`src/rtl/regfile_wb_arbiter_pkg.sv`:
```
// Shared types and defaults for the register file writeback arbiter.
package regfile_wb_arbiter_pkg;

    localparam int ADDR_W_DEF       = 5;
    localparam int DATA_W_DEF       = 32;
    localparam int STARVE_LIMIT_DEF = 4;

    typedef logic [ADDR_W_DEF-1:0] reg_idx_t;
    typedef logic [DATA_W_DEF-1:0] word_t;

    localparam reg_idx_t X0 = '0;

endpackage

```
`src/rtl/regfile_wb_arbiter_scoreboard.sv`:
```
// Busy scoreboard for registers owed by in-flight long-latency ops,
// with a three-port hazard lookup used for the decode stall.
module reg_scoreboard
    import regfile_wb_arbiter_pkg::*;
#(
    parameter int ADDRESS_WIDTH = ADDR_W_DEF
) (
    input  logic                          clk,
    input  logic                          rst,
    input  logic                          set_en_i,
    input  logic [ADDRESS_WIDTH-1:0]      set_idx_i,
    input  logic                          clr_en_i,
    input  logic [ADDRESS_WIDTH-1:0]      clr_idx_i,
    input  logic                          mask_en_i,
    input  logic [ADDRESS_WIDTH-1:0]      mask_idx_i,
    input  logic [ADDRESS_WIDTH-1:0]      rs1_i,
    input  logic [ADDRESS_WIDTH-1:0]      rs2_i,
    input  logic [ADDRESS_WIDTH-1:0]      rd_i,
    input  logic                          rd_we_i,
    output logic                          hazard_o,
    output logic [2**ADDRESS_WIDTH-1:0]   busy_o
);

    localparam int N = 2**ADDRESS_WIDTH;

    logic [N-1:0] busy_q;
    logic [N-1:0] busy_d;
    logic [N-1:0] mask_vec;
    logic [N-1:0] busy_eff;

    // Clear is applied before set so a same-cycle issue keeps the entry busy.
    always_comb begin
        busy_d = busy_q;
        if (clr_en_i) busy_d[clr_idx_i] = 1'b0;
        if (set_en_i) busy_d[set_idx_i] = 1'b1;
        busy_d[0] = 1'b0;
    end

    always_ff @(posedge clk) begin
        if (rst) busy_q <= '0;
        else     busy_q <= busy_d;
    end

    always_comb begin
        mask_vec = '0;
        if (mask_en_i) mask_vec[mask_idx_i] = 1'b1;
        busy_eff = busy_q & ~mask_vec;
        hazard_o = ((rs1_i != '0) && busy_eff[rs1_i])
                || ((rs2_i != '0) && busy_eff[rs2_i])
                || (rd_we_i && (rd_i != '0) && busy_eff[rd_i]);
    end

    assign busy_o = busy_q;

endmodule

```
`src/rtl/regfile_wb_arbiter.sv`:
```
// Register file write-port arbiter between pipeline writeback and an LU.
// Optional REGFILE_WB_FAST_CLEAR_EN: hide the accepted LU destination from stall_o.
module regfile_wb_arbiter
    import regfile_wb_arbiter_pkg::*;
#(
    parameter int ADDRESS_WIDTH = ADDR_W_DEF,
    parameter int DATA_WIDTH    = DATA_W_DEF,
    parameter int STARVE_LIMIT  = STARVE_LIMIT_DEF
) (
    input  logic                          clk,
    input  logic                          rst,
    input  logic                          wb_we_i,
    input  logic [ADDRESS_WIDTH-1:0]      wb_rd_i,
    input  logic [DATA_WIDTH-1:0]         wb_data_i,
    output logic                          wb_hold_o,
    input  logic                          lu_issue_i,
    input  logic [ADDRESS_WIDTH-1:0]      lu_issue_rd_i,
    input  logic                          lu_valid_i,
    input  logic [ADDRESS_WIDTH-1:0]      lu_rd_i,
    input  logic [DATA_WIDTH-1:0]         lu_data_i,
    output logic                          lu_ready_o,
    input  logic [ADDRESS_WIDTH-1:0]      rs1_i,
    input  logic [ADDRESS_WIDTH-1:0]      rs2_i,
    input  logic [ADDRESS_WIDTH-1:0]      rd_i,
    input  logic                          rd_we_i,
    output logic                          stall_o,
    output logic                          we3_o,
    output logic [ADDRESS_WIDTH-1:0]      ad3_o,
    output logic [DATA_WIDTH-1:0]         wd3_o,
    output logic [2**ADDRESS_WIDTH-1:0]   busy_o
);

    logic [3:0] wait_cnt_q;
    logic [3:0] wait_cnt_d;
    logic       wb_active;
    logic       forced;
    logic       lu_accept;
    logic       mask_en;

    // Writeback normally owns the port; a starved LU result takes it by force.
    always_comb begin
        wb_active  = wb_we_i && (wb_rd_i != '0);
        forced     = lu_valid_i && wb_active && (wait_cnt_q == 4'(STARVE_LIMIT));
        lu_ready_o = !wb_active || forced;
        wb_hold_o  = forced;
        lu_accept  = lu_valid_i && lu_ready_o;
        we3_o      = 1'b0;
        ad3_o      = '0;
        wd3_o      = '0;
        if (lu_accept) begin
            we3_o = (lu_rd_i != '0);
            ad3_o = lu_rd_i;
            wd3_o = lu_data_i;
        end else if (wb_active) begin
            we3_o = 1'b1;
            ad3_o = wb_rd_i;
            wd3_o = wb_data_i;
        end
    end

    always_comb begin
        wait_cnt_d = wait_cnt_q;
        if (!lu_valid_i || lu_accept)
            wait_cnt_d = '0;
        else if (wait_cnt_q < 4'(STARVE_LIMIT))
            wait_cnt_d = wait_cnt_q + 4'd1;
    end

    always_ff @(posedge clk) begin
        if (rst) wait_cnt_q <= '0;
        else     wait_cnt_q <= wait_cnt_d;
    end

`ifdef REGFILE_WB_FAST_CLEAR_EN
    assign mask_en = lu_accept;
`else
    assign mask_en = 1'b0;
`endif

    reg_scoreboard #(
        .ADDRESS_WIDTH(ADDRESS_WIDTH)
    ) u_scoreboard (
        .clk        (clk),
        .rst        (rst),
        .set_en_i   (lu_issue_i && (lu_issue_rd_i != '0)),
        .set_idx_i  (lu_issue_rd_i),
        .clr_en_i   (lu_accept),
        .clr_idx_i  (lu_rd_i),
        .mask_en_i  (mask_en),
        .mask_idx_i (lu_rd_i),
        .rs1_i      (rs1_i),
        .rs2_i      (rs2_i),
        .rd_i       (rd_i),
        .rd_we_i    (rd_we_i),
        .hazard_o   (stall_o),
        .busy_o     (busy_o)
    );

endmodule

```
`config.mk`:
```
export PLATFORM = sky130hd
export DESIGN_NAME = regfile_wb_arbiter
export DESIGN_NICKNAME = d
export VERILOG_FILES = /design/src/rtl/regfile_wb_arbiter_pkg.sv /design/src/rtl/regfile_wb_arbiter_scoreboard.sv /design/src/rtl/regfile_wb_arbiter.sv
export SDC_FILE = /design/constraint.sdc
export NUM_CORES = 1
export LEC_CHECK = 0
export ABC_AREA = 1
export CAP_MARGIN = 15
export CORE_MARGIN = 2
export CORE_UTILIZATION = 30
export DETAILED_ROUTE_END_ITERATION = 12
export PLACE_DENSITY = 0.66
export SETUP_SLACK_MARGIN = 0.3
export SLEW_MARGIN = 0
export SYNTH_ARGS = -nofsm -noshare
export SYNTH_HDL_FRONTEND = slang
export SYNTH_SLANG_ARGS = --single-unit
```
`constraint.sdc`:
```
create_clock -name clk -period 2.1 [get_ports clk]
set_clock_uncertainty 0.15 [all_clocks]
set_input_delay 0.42 -clock clk [delete_from_list [all_inputs] [get_ports clk]]
set_output_delay 0.42 -clock clk [all_outputs]
set_load 0.1 [all_outputs]
```
==> flow_summary.json <==
{
  "io_pins": 173,
  "rsz0062_at_grt": "yes",
  "final_nets": 945,
  "ys_ff_latch": 35,
  "cts_buffers": 5,
  "die_height_microns": 109,
  "syn-cell-area_sq_mm": 0.00329,
  "clockBufferDepth": 2,
  "critPathLaunchType": "flop",
  "drtIter0Drc": 411,
  "yosys_warnings": 0,
  "hp-start": "u_scoreboard.busy_o[16]",
  "wl_per_cell_microns": 16.6,
  "antenna_found_initial": 1,
  "setup-violations-final": 41,
  "gp_congestion": 0.988,
  "diodes": 0,
  "gr-usage-all-layers_pct": 28.8,
  "drt-total-wl_mm": 16.4,
  "rows": 38,
  "clock.fmax_ghz": 0.429,
  "layout_common_cells": "nand2_1 (197), clkdlybuf4s50_1 (80), buf_4 (72), buf_12 (64), a21oi_1 (40)",
  "ys_seq_area_share_pct": 21.3,
  "fin_crit_sh_pct": 111,
  "reg2reg_to": "u_scoreboard.busy_o[8]",
  "viasPerCell": 5.11,
  "finalMaxSlewViolations": 0,
  "drive_gt1_share_pct": 42.9,
  "r2r_start": "wait_cnt_q[1]",
  "placed_area_sq_mm": 0.00669,
  "cts-root-buf": "clkbuf_8",
  "area_growth_pct": 128,
  "final_common_cell": "nand2_1",
  "drcViolationCount": 0,
  "initial_utilization_pct": 30.5,
  "core_sq_mm": 0.0108,
  "ant_nets": 0,
  "clock_latency_ns": 0.28,
  "clk_pin_slew_ns": 0.08,
  "r2r_slack_ns": 0.31,
  "r2r_cells": 9,
  "leakage_nw": 3.21,
  "peakVddDrop_mv": 0.277,
  "hold_viol": 0,
  "p_per_area_mw_per_mm2": 393,
  "critPathRequiredTime_ns": 1.53,
  "layout_setup_ws_ns": -0.232,
  "fin_util_pct": 69.5,
  "criticalPathCategory": "reg -> out",
  "die_area_sq_mm": 0.0118,
  "die_w_microns": 109,
  "hold_depth": 2,
  "firstDrtPassIters": 5,
  "fin_cells": 984,
  "hold_path.class": "reg -> reg",
  "arrival_ns": 1.76,
  "critPathMaxFanout": 5,
  "vias": 5025,
  "cts-htree-levels": 2,
  "violations": "negative setup slack",
  "synth_nets": 712,
  "ys_types": 31,
  "grt_max_degree": 32,
  "avgSynthCellArea_sq_um": 5.40,
  "cts_tree": "yes",
  "synthCells": 610,
  "grt-ovfl-total": 0,
  "grt_pass1_wl_mm": 26.5,
  "clock_sinks": 35,
  "hpwl_mm": 12.6,
  "stdcell_area_sq_mm": 0.00750,
  "ctsHoldBuffers": 0,
  "outcome": "finished with violations",
  "grt_pass1_vias": 5068,
  "whs_endpoint": "u_scoreboard.busy_o[16]",
  "crit_path_end_kind": "output pin",
  "dp.cells": 947,
  "port_buffers": 171,
  "whs_ns": 0.362,
  "finalCriticalPeriod_ns": 2.33,
  "drv_cap": 0
}
-- sequential cells by signal, indices dropped and copies added (netlist names) --
name	cells
u_scoreboard.busy_o	31
wait_cnt_q	4
-- power breakdown --
group / leakage, nW / switching [mW] / internal, mW
registers: 0.306 / 0.0135 / 0.647
clock network: 0.0412 / 0.259 / 0.232
logic: 2.87 / 1.07 / 0.721
total: 3.21 / 1.34 / 1.60
-- cell usage after synthesis, drive strengths merged --
| cell type | n | area [sq um] |
|---|---|---|
| xor2 | 1 | 8.76 |
| ha | 2 | 25.0 |
| nand4 | 6 | 43.8 |
| o21ai | 40 | 200 |
| dfxtp | 35 | 701 |
| a21boi | 1 | 7.51 |
| conb | 1 | 3.75 |
| clkbuf | 6 | 22.5 |
| o211ai | 4 | 30.0 |
| nor2 | 36 | 138 |
| a21oi | 44 | 220 |
| buf | 22 | 201 |
| nand3b | 1 | 7.51 |
| nand3 | 78 | 395 |
| nand2 | 260 | 986 |
| inv | 66 | 260 |
| nor3 | 5 | 30.0 |
| o22ai | 2 | 12.5 |
-- metrics by stage --
step	TNS (ns)	setup slack, ns	total power [mW]
finish	-7.08	-0.232	2.94
global route	-11.08	-0.326	3.06
CTS	-7.32	-0.246	2.92
detailed placement	-31.52	-0.582	2.33
global placement	-29.20	-0.557	2.32
floorplan	-0.401	-0.0436	1.66
-- what timing repair did --
action                     4_1_cts  5_1_grt
setup buffers                   16        5
gates resized for setup        149       43
gates cloned                     8        0
pin swaps                       32       14
setup endpoints to repair       72       72
-- worst max path at each step --
| stage | start | slack [ns] | end | depth (start not counted) |
|---|---|---|---|---|
| after floorplan | wb_rd_i[1] | -0.04 | ad3_o[0] | 6 |
| after global placement | wb_rd_i[1] | -0.56 | ad3_o[2] | 8 |
| after detailed placement | wb_rd_i[0] | -0.58 | ad3_o[4] | 9 |
| after CTS | wait_cnt_q[0] | -0.25 | ad3_o[2] | 8 |
| after global routing | wait_cnt_q[1] | -0.33 | ad3_o[3] | 8 |
| final | wait_cnt_q[1] | -0.23 | ad3_o[3] | 8 |
-- metal layers --
layer / vias to the layer above / track usage, % / routed length [microns]
met5: - / 0 / 0
met4: 0 / 5.40 / 276
met3: 27 / 6.16 / 1480
met2: 278 / 51.4 / 8320
met1: 2307 / 35.7 / 6300
li1: 2413 / - / -
-- critical path, stage by stage (launching register included) --
cell,delay [ns]
dfxtp_2,0.33
inv_2,0.05
ha_4,0.16
nand4_4,0.08
nand3_4,0.15
buf_12,0.19
buf_8,0.12
o22ai_4,0.19
buf_12,0.21
-- final cells by class --
class	instances	area, sq um
clock inverter	2	12.5
timing repair inverter	1	11.3
tap	140	175
fill	854	3300
clock buffer	6	72.6
multi-input combinational	481	3070
inverter	66	283
timing repair buffer	253	3080
sequential	35	800
-- cells by family (layout without fill, tap and decap cells) --
group	after synthesis	in the layout	synth area share, %
and+or+nand+nor	386	386	48.6
buffers and inverters	94	328	14.7
AOI/OAI and AO/OA	91	91	14.3
DFF	35	35	21.3
adders and majority gates	2	2	0.760
other	1	1	0.114
xor gates and xnor gates	1	1	0.266
No activity file was read; power rests on OpenSTA's default activity.
